### src/rtl/rr_mux2_feeder.sv
// rtl/rr_mux2_feeder.sv - two-channel round-robin arbiter with registered output for the 2:1 mux stage
//
// Purpose
//   Arbitrates between two valid/ready word sources. It grants at most one
//   source per cycle and captures the winning word in a single-entry output
//   register. The register presents the word with a sel bit (0 = channel 0,
//   1 = channel 1) that drives the downstream 2:1 mux select. A pop and an
//   accept in the same cycle are allowed, so the stage sustains one word per
//   cycle with one cycle of latency.
//
// Optional feature macro
//   ARB_GRANT_CNT_EN : adds the gnt_cnt0/gnt_cnt1 per-channel accept counters.
//                      They wrap at 2^CNT_W.
//
// Parameters
//   WIDTH  data width of each channel and of out_data
//   CNT_W  grant-counter width (only meaningful with ARB_GRANT_CNT_EN)
//
// Ports
//   clk        in   1      clock, all state on rising edge
//   rst_n      in   1      asynchronous active-low reset
//   in0_valid  in   1      channel 0 word present
//   in0_data   in   WIDTH  channel 0 word
//   in0_ready  out  1      channel 0 word accepted this cycle
//   in1_valid  in   1      channel 1 word present
//   in1_data   in   WIDTH  channel 1 word
//   in1_ready  out  1      channel 1 word accepted this cycle
//   out_valid  out  1      out_data/sel hold a word
//   out_data   out  WIDTH  registered winning word
//   sel        out  1      source index of out_data (mux select)
//   out_ready  in   1      consumer takes the word this cycle
//   gnt_cnt0   out  CNT_W  channel 0 accept count (ARB_GRANT_CNT_EN only)
//   gnt_cnt1   out  CNT_W  channel 1 accept count (ARB_GRANT_CNT_EN only)

module rr_mux2_feeder #(
    parameter int WIDTH = 8,
    parameter int CNT_W = 16
) (
    input  logic             clk,
    input  logic             rst_n,
    input  logic             in0_valid,
    input  logic [WIDTH-1:0] in0_data,
    output logic             in0_ready,
    input  logic             in1_valid,
    input  logic [WIDTH-1:0] in1_data,
    output logic             in1_ready,
    output logic             out_valid,
    output logic [WIDTH-1:0] out_data,
    output logic             sel,
    input  logic             out_ready
`ifdef ARB_GRANT_CNT_EN
    ,
    output logic [CNT_W-1:0] gnt_cnt0,
    output logic [CNT_W-1:0] gnt_cnt1
`endif
);

    // Reject meaningless configurations at elaboration time.
    if (WIDTH < 1 || CNT_W < 1) begin : g_param_check
        $error("rr_mux2_feeder: WIDTH and CNT_W must be at least 1");
    end

    typedef enum logic {
        EMPTY = 1'b0,
        FULL  = 1'b1
    } state_t;

    state_t             state;
    state_t             state_nxt;
    logic               last_grant;
    logic               space;
    logic               grant_vld;
    logic               grant_idx;
    logic               accept;
    logic [WIDTH-1:0]   win_data;

    // The output register can take a new word when it is empty, or when its
    // current word leaves this cycle. out_ready while empty has no effect.
    assign space = (state == EMPTY) || out_ready;

    // Round-robin grant. A lone requester always wins. Under contention the
    // channel that did not win last time wins. last_grant resets to 1, so
    // channel 0 is favoured first after reset.
    always_comb begin
        grant_vld = in0_valid || in1_valid;
        grant_idx = 1'b0;
        if (in0_valid && in1_valid) begin
            grant_idx = ~last_grant;
        end else if (in1_valid) begin
            grant_idx = 1'b1;
        end
    end

    // Gating with rst_n keeps both readies low while reset is held. It also
    // prevents a source from seeing a handshake that the register never takes.
    assign accept    = space && grant_vld && rst_n;
    assign in0_ready = accept && !grant_idx;
    assign in1_ready = accept &&  grant_idx;
    assign win_data  = grant_idx ? in1_data : in0_data;

    // Occupancy state machine. FULL stays FULL on a stall, and also on a
    // pop with a simultaneous refill.
    always_ff @(posedge clk or negedge rst_n) begin
        if (!rst_n) begin
            state <= EMPTY;
        end else begin
            state <= state_nxt;
        end
    end

    always_comb begin
        state_nxt = state;
        case (state)
            EMPTY: begin
                if (accept) begin
                    state_nxt = FULL;
                end
            end
            FULL: begin
                if (accept) begin
                    state_nxt = FULL;
                end else if (out_ready) begin
                    state_nxt = EMPTY;
                end
            end
            default: state_nxt = EMPTY;
        endcase
    end

    assign out_valid = (state == FULL);

    // Word, select and arbitration history only move on an accept. A pop with
    // no refill leaves out_data/sel at their last value. No accept can happen
    // during a stall, so last_grant is frozen and fairness carries across it.
    always_ff @(posedge clk or negedge rst_n) begin
        if (!rst_n) begin
            out_data   <= '0;
            sel        <= 1'b0;
            last_grant <= 1'b1;
        end else if (accept) begin
            out_data   <= win_data;
            sel        <= grant_idx;
            last_grant <= grant_idx;
        end
    end

`ifdef ARB_GRANT_CNT_EN
    // Per-channel accept counters. They wrap naturally at 2^CNT_W.
    always_ff @(posedge clk or negedge rst_n) begin
        if (!rst_n) begin
            gnt_cnt0 <= '0;
            gnt_cnt1 <= '0;
        end else begin
            if (in0_ready) begin
                gnt_cnt0 <= gnt_cnt0 + 1'b1;
            end
            if (in1_ready) begin
                gnt_cnt1 <= gnt_cnt1 + 1'b1;
            end
        end
    end
`endif

endmodule

### config.mk
export PLATFORM = sky130hd
export DESIGN_NAME = rr_mux2_feeder
export DESIGN_NICKNAME = d
export VERILOG_FILES = /design/src/rtl/rr_mux2_feeder.sv
export SDC_FILE = /design/constraint.sdc
export NUM_CORES = 1
export LEC_CHECK = 0
export BUFFER_PORTS_ARGS = -buffer_cell sky130_fd_sc_hd__buf_4
export CORE_UTILIZATION = 44
export DETAILED_ROUTE_END_ITERATION = 6
export GPL_TIMING_DRIVEN = 0
export MAX_ROUTING_LAYER = met4
export PLACE_DENSITY = 0.8
export SYNTH_ARGS = -nofsm -noshare
export SYNTH_HDL_FRONTEND = slang
export SYNTH_SLANG_ARGS = --single-unit
### constraint.sdc
create_clock -name clk -period 2.4 [get_ports clk]
set_input_delay 0.36 -clock clk [delete_from_list [all_inputs] [get_ports clk]]
set_output_delay 0.36 -clock clk [all_outputs]
set_load 0.005 [all_outputs]
## Word level (Yosys, flattened, before mapping)

Cells that the tools add are included.

| storage, ports and cells | value |
|---|---|
| register bits | 11 |
| bits of input ports | 21 |
| output and inout bits | 12 |

| cells by class | value |
|---|---|
| multiplexer cells | 7 |
| bitwise gates (word level) | 2 |
| reduce and logical (&&, ||, !) cells | 8 |

Operators with widths:

| operator | number |
|---|---|
| $mux W8 | 1 |
| $logic_and A1 B1 Y1 | 5 |
| $mux W1 | 5 |
| $logic_or A1 B1 Y1 | 2 |
| $not A1 Y1 | 2 |
| $pmux W1 S2 | 1 |
| $logic_not A1 Y1 | 1 |

## Longest topological paths before layout

Gate-level depths: netlist (run 1).

| logic depth | value |
|---|---|
| word-level depth | 6 |
| depth in mapped cells | 4 |

## Worst setup path before layout (run 1)

Ideal clock, no wire load.

| timing | value |
|---|---|
| kind | register to output |
| from | register last_grant |
| to | output in0_ready |
| data arrival time | 971 ps |
| required time | 2,040 ps |
| slack | 1,069 ps |
| cell stages (with the launch flop) | 4 |
| buffers on the path | 1 |
| path through | dfstp_2 nor2b_1 buf_2 and4b_2 |

| between the ends | value |
|---|---|
| word-level cells in the longest chain between the ends | 4 |

RTL lines:

| what | RTL line | RTL |
|---|---|---|
| start, declared | 70 | `logic last_grant;` |
| start signal, assigned | 143 | `last_grant <= grant_idx;` |
| $not A1 Y1 | 88 | `grant_idx = ~last_grant;` |
| $mux W1 | 87 | `if (in0_valid && in1_valid) begin` |
| $logic_not A1 Y1 | 97 | `assign in0_ready = accept && !grant_idx;` |
| $logic_and A1 B1 Y1 | 97 |  |
| end, declared | 43 | `output logic in0_ready,` |

No other way between the ends.

## Final worst setup path (run 1)

| timing | value |
|---|---|
| from | input rst_n |
| to | output in0_ready |

| between the ends | value |
|---|---|
| word-level cells in the longest chain between the ends | 2 |

RTL lines:

| what | RTL line | RTL |
|---|---|---|
| start, declared | 40 | `input logic rst_n,` |
| $logic_and A1 B1 Y1 | 96 | `assign accept = space && grant_vld && rst_n;` |
| $logic_and A1 B1 Y1 | 97 |  |

No other way between the ends.

==> results of run 1 <==
==> through the flow <==
step	cell area (µm²)	power (µW)	utilization, %	std cells	setup slack, ns
after global routing	872	577	75.4	102	0.294
after CTS	872	549	75.4	102	0.396
final	872	550	75.4	102	0.388
after floorplan	578	322	-	51	1.07
after detailed placement	836	419	72.3	97	0.873
after global placement	836	417	72.3	97	0.883
==> layer usage <==
metal	share of wire (%)	vias up	routed length, µm
li1	-	273	-
met1	44	263	665
met2	50	25	760
met3	5.7	2	87
met4	0.92	0	14
met5	0	-	0
==> final timing paths <==
kind,to
max in group asynchronous,last_grant
worst min register to register,sel
worst max register to register,out_data[5]
worst min-delay path,out_data[6]
min in group asynchronous,out_data[7]
worst max-delay path,in0_ready
==> registers in the layout, summed over array words and instances (netlist names) <==
name,count
out_data,8
last_grant,1
out_valid,1
sel,1
==> power by group <==
part	internal, µW	total [µW]	switching [µW]
combinational	109	171	62.1
sequential	224	248	23.9
clock	64.3	132	67.4
==> layout by cell type, fill, tap and decap left out, types with 2 or more instances in the layout <==
cell      netlist  layout
a21o_2          2       2
a221o_1         8       8
buf_2           4       4
buf_4           1      33
clkbuf_4        0       3
dfrtp_1        10      10
nand2_1        10      10
nor4b_1         8       8
==> area by class of cell <==
cell class,count,area (µm²)
fillers,84,284
repair buffers,33,250
flip-flops and latches,11,277
clock buffers,4,26.3
multi-input cells,34,263
plain buffers,6,38.8
well taps,14,17.5
==> cell families (layout without fill, tap and decap cells) <==
logic type	after synthesis	in the layout	synth area share, %
AOI/OAI and AO/OA	11	11	18.2
buffers and inverters	6	43	6.71
DFF	11	11	47.8
and+or+nand+nor	23	23	27.3
==> metrics.txt, run 1 <==
status finished clean; DR WL/cell 15.0 µm; max_slew headroom approximately 78%; all-layer global routing usage 25.3%; initial core utilization about half; Hold Path Cell Cnt 2; Arr. time, crit path roughly 1.7 ns; Crit path top cell by count buf_4; Crit path largest cell delay roughly 0.53 ns; Pins Over Slew Limit 0; # diodes 0; P_leak around 0.00043 µW; Max Cap Viol 0; core area 1160 µm²; cts bufs inserted 3; reg2reg path depth 4; flops & latches, synth 11; worst-skew pair later-pin latency around 0.27 ns; CTS tree built; ys flop type dfrtp_1; PwrDens between 600 and 700 nW/µm²; Post-CTS Resized 0; # port buffers 32; most used routing layer met2; post-synth top area share ~43%; crit start category input port; setup violators final 0; Reg clk slew, reported paths 0.08 ns; Hold Crit Start in1_data[6]; routing usage on met2 just under 40%; Final min period slightly above 2 ns; Root Driver clkbuf_4; Worst EP required a little over 2 ns; final net count 110; row count 12; number of global-route vias before repair around 560; Final ANT Viol Nets 0; WL final between 1.5 and 2 mm; FF-to-FF Start last_grant; First-pass DRT Iterations 4; I/O pins 33; first-pass GRT wire length approximately 2.4 mm; H-tree depth 1; number of flops mapped to enable cells by yosys 0; largest net degree at the start of global routing 14; die area between 1000 and 1500 µm²; slowest CP cell dlygate4sd3_1; critical path's top delay family buffers and inverters; final critical-path share of the clock period 83.8%; via count 563; DR iter-0 viols 6; Async SR Flop Fraction 100%; worst path cell trace dlygate4sd3_1 > buf_4 > buf_2 > and4b_2 > buf_4; clk buf depth 2; grt ovf 0; TNS Setup 0 ns; Yosys Warn Count 0; layout cells sized above 1 53.4%; Layout area overhead 50.9%; critical path class input port to output pin; WP buf/inv 4; Synth Net Count approximately 70; RSZ-0062 raised after global routing no; crit path capture type output pin; Unique masters post-synth 15; top post-synthesis cells by area dfrtp_1 43%, a221o_1 14%, nor4b_1 12%, nand2_1 6.5%, dfstp_2 4.5%; most frequent cells after synthesis 10 x dfrtp_1, 10 x nand2_1, 8 x a221o_1, 8 x nor4b_1, 4 x buf_2; M1 GR Usage about a third; Hold/Removal Path Class input port to flop; syn avg cell area around 11 µm²; hold slack 0.315 ns; Stages on worst setup path 5; die width approximately 38 µm; clock tree sinks 11; Mapped Cells 51; initial antenna violation count 0; GPL Wtd Cong roughly 0.72; Max Freq around 500 MHz; hold buffers post-CTS 1; vias per cell between 5 and 6; skew final between 0.0015 and 0.002 ns; CP max FO 13; Critical path origin rst_n; drc violations 0; DP HPWL 1.09 mm; Final Hold Violating Endpoints 0; worst slew pin tran around 0.33 ns; Synth Cell Area about 580 µm²; dominant cell type by area after synthesis dfrtp_1; Die Ht between 30 and 40 µm; Max VDD drop approximately 0.38 mV; Setup Fix Bufs, Post-CTS 0; met3 Use GR under 10%; sequential share of the synthesized area 47.8%; reg2reg setup slack 1.02 ns
Note: power is estimated with default switching activity, not from simulation.
==> run 2, diff against run 1 <==
--- a/config.mk
+++ b/config.mk
@@ -6,11 +6,11 @@
 export NUM_CORES = 1
 export LEC_CHECK = 0
 export BUFFER_PORTS_ARGS = -buffer_cell sky130_fd_sc_hd__buf_4
-export CORE_UTILIZATION = 44
+export CORE_UTILIZATION = 37
 export DETAILED_ROUTE_END_ITERATION = 6
 export GPL_TIMING_DRIVEN = 0
 export MAX_ROUTING_LAYER = met4
-export PLACE_DENSITY = 0.8
+export PLACE_DENSITY = 0.72
 export SYNTH_ARGS = -nofsm -noshare
 export SYNTH_HDL_FRONTEND = slang
 export SYNTH_SLANG_ARGS = --single-unit
==> constraint.sdc (replaced) <==
create_clock -name clk -period 1.8 [get_ports clk]
set_input_delay 0.27 -clock clk [delete_from_list [all_inputs] [get_ports clk]]
set_output_delay 0.27 -clock clk [all_outputs]
set_load 0.005 [all_outputs]
==> run 2 against run 1 <==
Compared with the run above: sequential power rose by 33%; combinational power rose by 34%; clock skew rose by 0.0032 ns; first-iteration DRC count rose by 130%; via count did not move; hold slack got worse by 0.085 ns; critical path depth did not move; flip-flop and latch count did not move; cell area rose by 1.3%; count of clock-buffer cells in the layout did not move; cell count rose by 2.0%; register-to-register slack got worse by 0.61 ns; largest cell class unchanged; largest power group unchanged.
==> metrics.txt, run 2 (synthesis results as in run 1) <==
status finished clean; Worst EP required 1.53 ns (-0.51 ns); critical path's top delay family buffers and inverters; final critical-path share of the clock period a little over nine tenths; critical path class input port to output pin; CP max FO 10 (-3); DP HPWL 1.06 mm (-2.8%); fin util 63.9% (-12 points); Final Hold Violating Endpoints 0 (unchanged); clk buf depth 2 (unchanged); Final ANT Viol Nets 0 (unchanged); via count 563 (unchanged); Layout area overhead 52.8%; first-pass GRT wire length 2.44 mm (+2.0%); vias per cell 5.41 (-1.9%); setup violators final 0 (unchanged); multi-input logic area 263 µm² (unchanged); clock network fraction of design power 23.2% (-0.7 points); Reg clk slew, reported paths 0.07 ns (about the same); RSZ-0062 raised after global routing no; number of global-route vias before repair 542 (-2.5%); initial core utilization 41.8% (-8.2 points); Flop pwr share 45.3% (+0.3 points); Place WS 0.348 ns (-0.524 ns); Crit path largest cell delay 0.53 ns (about the same); crit path capture type output pin; cts bufs inserted 3 (unchanged); GPL Wtd Cong 0.710 (-1.5%); max_slew headroom 68.8% (-8.7 points); Max Cap Viol 0 (unchanged); most common cell after layout, fill and taps aside buf_4; # diodes 0 (unchanged); post-place instance area 837 µm² (+0.15%); row count 13 (+1); PnR worst setup slack 0.0663 ns (-0.321 ns); P_sw 196 µW (+28%); largest net degree at the start of global routing 11 (-3); core area 1380 µm² (+20%); Die Ht 41.5 µm (+8.6%); worst slew pin tran 0.466 ns (+0.134 ns); post-route cell area 883 µm² (+1.3%); DR iter-0 viols 14 (+8); die width 41.5 µm (+8.6%); Final min period approximately 1.7 ns; grt ovf 0 (unchanged); drc violations 0 (unchanged); TNS Setup 0 ns (unchanged); # port buffers 32 (unchanged); reg2reg setup slack 0.41 ns (-0.61 ns); Gate power share 31.6% (+0.5 points); Hold/Removal Path Class input port to flop; P_int 530 µW (+34%); all-layer global routing usage 18.9% (-6.4 points); I/O pins 33 (unchanged); switch share 27.0% (-0.89 points); Max VDD drop 0.397 mV (+3.5%); Root Driver clkbuf_4; P_leak 0.000437 µW (+0.96%); layout cells sized above 1 52.8% (-0.60 points); die area 1720 µm² (+18%); Most flops, register out_data; slowest CP cell dlygate4sd3_1; clock tree sinks 11 (unchanged); initial antenna violation count 0 (unchanged); H-tree depth 1 (unchanged); hold slack 0.230 ns (-0.0847 ns); First-pass DRT Iterations 4 (unchanged); WP buf/inv 4 (unchanged); Setup Fix Bufs, Post-CTS 0 (unchanged); most frequent cells in the layout 33 x buf_4, 10 x nand2_1, 10 x dfrtp_1; crit start category input port; worst-skew pair later-pin latency 0.26 ns (about the same); FILL cells 123 (+46%); Arr. time, crit path 1.46 ns (-0.19 ns); worst path cell trace dlygate4sd3_1 > buf_4 > buf_2 > and4b_2 > buf_4; Max Freq between 500 and 600 MHz; skew final 0.00471 ns (+0.00319 ns); DR WL/cell 14.5 µm (-3.5%); Register Area 277 µm² (unchanged); Pins Over Slew Limit 0 (unchanged); WL final 1.50 mm (-1.6%); PwrDens 822 nW/µm² (+30%); Crit path top cell by count buf_4; CTS tree built; final net count 111 (+0.91%); max reg flops 8 (unchanged)
[run 2: cell types whose count changed in the layout (fill, tap and decap cells not counted)]
cell and change:
dlygate4sd3_1 +1
[run 2: layout make-up]
class	count	share of cell area, %
multi-input cells	34	29.7
clock buffers	4	2.97
flip-flops and latches	11	31.3
well taps	15	2.12
plain buffers	6	4.39
repair buffers	34	29.5
[run 2: path summary, 6_finish.rpt]
check                       startpoint           to  cells past startpoint
setup / recovery                 rst_n    in0_ready                      5
hold / removal             in1_data[7]  out_data[7]                      2
hold reg to reg                    sel          sel                      1
min in group asynchronous        rst_n   last_grant                      2
max in group asynchronous        rst_n  out_data[3]                      3
setup reg to reg            last_grant  out_data[5]                      4
[run 2: through the flow]
| stage | cells | power, µW |
|---|---|---|
| 6_report | 104 | 726 |
| 5_1_grt | 104 | 775 |
| 4_1_cts | 104 | 732 |
| 3_5_place_dp | 98 | 560 |
| 3_3_place_gp | 98 | 556 |
| 2_1_floorplan | 51 | 429 |
[run 2: power groups by stage]
stage	Clock (µW)	Combinational (µW)	Sequential [µW]
after floorplan	0	95.7	333
after global placement	0	224	332
after detailed placement	0	228	332
after CTS	171	231	329
after global routing	191	248	336
final	168	229	329
[run 2: worst reg2reg max path, delay by kind of cell, from the launching register on]
kind	cells	cell delay [ns]
flops	1	0.55
buf+inv	1	0.14
simple gates	2	0.24
compound gates	1	0.35
[run 2: what timing repair did]
item | 4_1_cts | 5_1_grt
hold buffers | 2 | 0
gates resized for setup | 0 | 0
endpoints found under the hold margin | 10 | 0
setup endpoints to repair | 0 | 0
[run 2: routing by layer]
layer  track usage, %  share of wire [%]
met4             5.81                  0
met1             24.7                 46
met2             28.7                 46
met3             4.78                7.4
met5                -                  0
==> run 3, diff against run 2 <==
--- a/config.mk
+++ b/config.mk
@@ -11,6 +11,7 @@
 export GPL_TIMING_DRIVEN = 0
 export MAX_ROUTING_LAYER = met4
 export PLACE_DENSITY = 0.72
+export SETUP_SLACK_MARGIN = 0.5
 export SYNTH_ARGS = -nofsm -noshare
 export SYNTH_HDL_FRONTEND = slang
 export SYNTH_SLANG_ARGS = --single-unit
==> run 3 against run 2 <==
Compared with the run above: worst setup slack gained 0.11 ns; global-route usage grew 3.1 points; cell count grew 4.8%; critical path depth shrank 1; register-to-register slack lost 0.03 ns; total power grew 7.6%; sequential power is essentially flat; hold slack lost 0.0062 ns; wire length grew 14%; cell area grew 14%; largest power group unchanged.
==> metrics.txt, run 3 (synthesis results as in run 1) <==
status finished clean; Hold/Removal Path Class input port to flop; DR iter-0 viols 15 (+1); most frequent cells in the layout 35 x buf_4, 10 x nand2_1, 10 x dfrtp_1; Die Ht 41.5 µm (unchanged); die area 1720 µm² (unchanged); Crit path largest cell delay 0.55 ns (+0.02 ns); crit path capture type output pin; clock tree sinks 11 (unchanged); slowest CP cell dfstp_2; final net count 116 (+4.5%); Final Hold Violating Endpoints 0 (unchanged); final critical-path share of the clock period 90.3% (-6.1 points); critical path's top delay family flip-flops; worst slew pin tran 0.497 ns (+0.0303 ns); via count 619 (+9.9%); DR WL/cell 15.7 µm (+8.5%); CP max FO 3 (-7); Final min period 1.62 ns (-0.109 ns); P_leak 0.000489 µW (+12%); GPL Wtd Cong 0.713 (+0.35%); CTS tree built; WP buf/inv 2 (-2); total power 781 µW (+7.6%); first-pass GRT wire length 2.87 mm (+18%); Layout area overhead 74.5%; TNS Setup 0 ns (unchanged); cts bufs inserted 3 (unchanged); placed cell count 98 (unchanged); core area 1380 µm² (unchanged); DP HPWL 1.05 mm (-0.98%); First-pass DRT Iterations 4 (unchanged); Register Area 277 µm² (unchanged); all-layer global routing usage 22.0% (+3.1 points); Final ANT Viol Nets 0 (unchanged); initial antenna violation count 0 (unchanged); setup violators final 0 (unchanged); Max Cap Viol 0 (unchanged); max reg flops 8 (unchanged); # diodes 0 (unchanged); largest net degree at the start of global routing 11 (unchanged); Max VDD drop 0.414 mV (+4.3%); layout cells sized above 1 61.7% (+8.9 points); row count 13 (unchanged); Pins Over Slew Limit 0 (unchanged); multi-input logic area 309 µm² (+18%); WL final 1.71 mm (+14%); grt ovf 0 (unchanged); clk buf depth 2 (unchanged); reg2reg setup slack 0.38 ns (-0.03 ns); max_slew headroom 66.8% (-2.0 points); # port buffers 32 (unchanged); PwrDens 775 nW/µm² (-5.8%); FILL cells 100 (-19%); Root Driver clkbuf_4; skew final 0.00144 ns (-0.00327 ns); worst path cell trace nor2b_1 > buf_4 > and4b_2 > buf_6; Worst EP required 1.53 ns (about the same); crit start category flop; I/O pins 33 (unchanged); vias per cell 5.68 (+4.9%); fin util 72.9% (+9.0 points); critical path class flop to output pin; H-tree depth 1 (unchanged); Max Freq 616 MHz (+6.7%); worst-skew pair later-pin latency 0.27 ns (about the same); number of global-route vias before repair 635 (+17%); most common cell after layout, fill and taps aside buf_4; drc violations 0 (unchanged); initial core utilization 41.8% (unchanged); RSZ-0062 raised after global routing yes; die width 41.5 µm (unchanged); Reg clk slew, reported paths 0.07 ns (about the same); Arr. time, crit path 1.35 ns (-0.11 ns); Most flops, register out_data; Final Non-Filler Cells 109 (+4.8%)
## run 3: cell count changes in the layout (fill, tap and decap cells not counted), moves of 2 or more
cell	before	now
nor4b_2	0	5
buf_8	0	2
buf_4	33	35
nor4b_1	8	2
## run 3: what timing repair did
action	in CTS	in global routing
gates cloned	1	0
setup endpoints to repair	9	12
setup buffers	3	1
hold buffers	2	0
resized for setup	7	7
pin swaps	9	1
hold endpoints to repair	10	0
## run 3: report_power, final
part / switching, µW / internal (µW) / leakage (µW)
registers: 30.6 / 298 / 0.000134
clock network: 90.7 / 85.8 / 0.0000150
logic: 101 / 175 / 0.000340
total: 223 / 558 / 0.000489
## run 3: cell type report
cell class              instances  share of cell area (%)
well taps                      15                    1.86
multi-input cells              34                    30.6
repair buffers                 39                    33.0
clock buffers                   4                    2.61
flip-flops and latches         11                    27.4
plain buffers                   6                    4.47
## run 3: per-stage QoR
stage          cell area [µm²]  hold slack, ns  setup slack, ns
2_1_floorplan              578         -0.0256            0.485
6_report                  1010           0.224            0.175
5_1_grt                   1010           0.227            0.119
3_5_place_dp               837           0.123            0.348
4_1_cts                    955           0.220            0.168
3_3_place_gp               837           0.122            0.359
## run 3: path summary, 6_finish.rpt
| path | depth (start not counted) | endpoint | from |
|---|---|---|---|
| setup / recovery | 4 | in0_ready | last_grant |
| hold / removal | 2 | out_data[6] | in1_data[6] |
| setup reg to reg | 5 | out_data[4] | last_grant |
| hold reg to reg | 1 | sel | sel |
| max in group asynchronous | 2 | out_data[7] | rst_n |
| min in group asynchronous | 2 | out_data[3] | rst_n |
## run 3: layer usage
| metal | part of all wire, % | global-route usage, % | wire length [µm] | vias to the layer above |
|---|---|---|---|---|
| li1 | - | - | - | 282 |
| met1 | 48 | 29.9 | 823 | 299 |
| met2 | 44 | 31.9 | 746 | 34 |
| met3 | 7.0 | 5.22 | 119 | 4 |
| met4 | 1.2 | 8.39 | 21 | 0 |
| met5 | 0 | - | 0 | - |
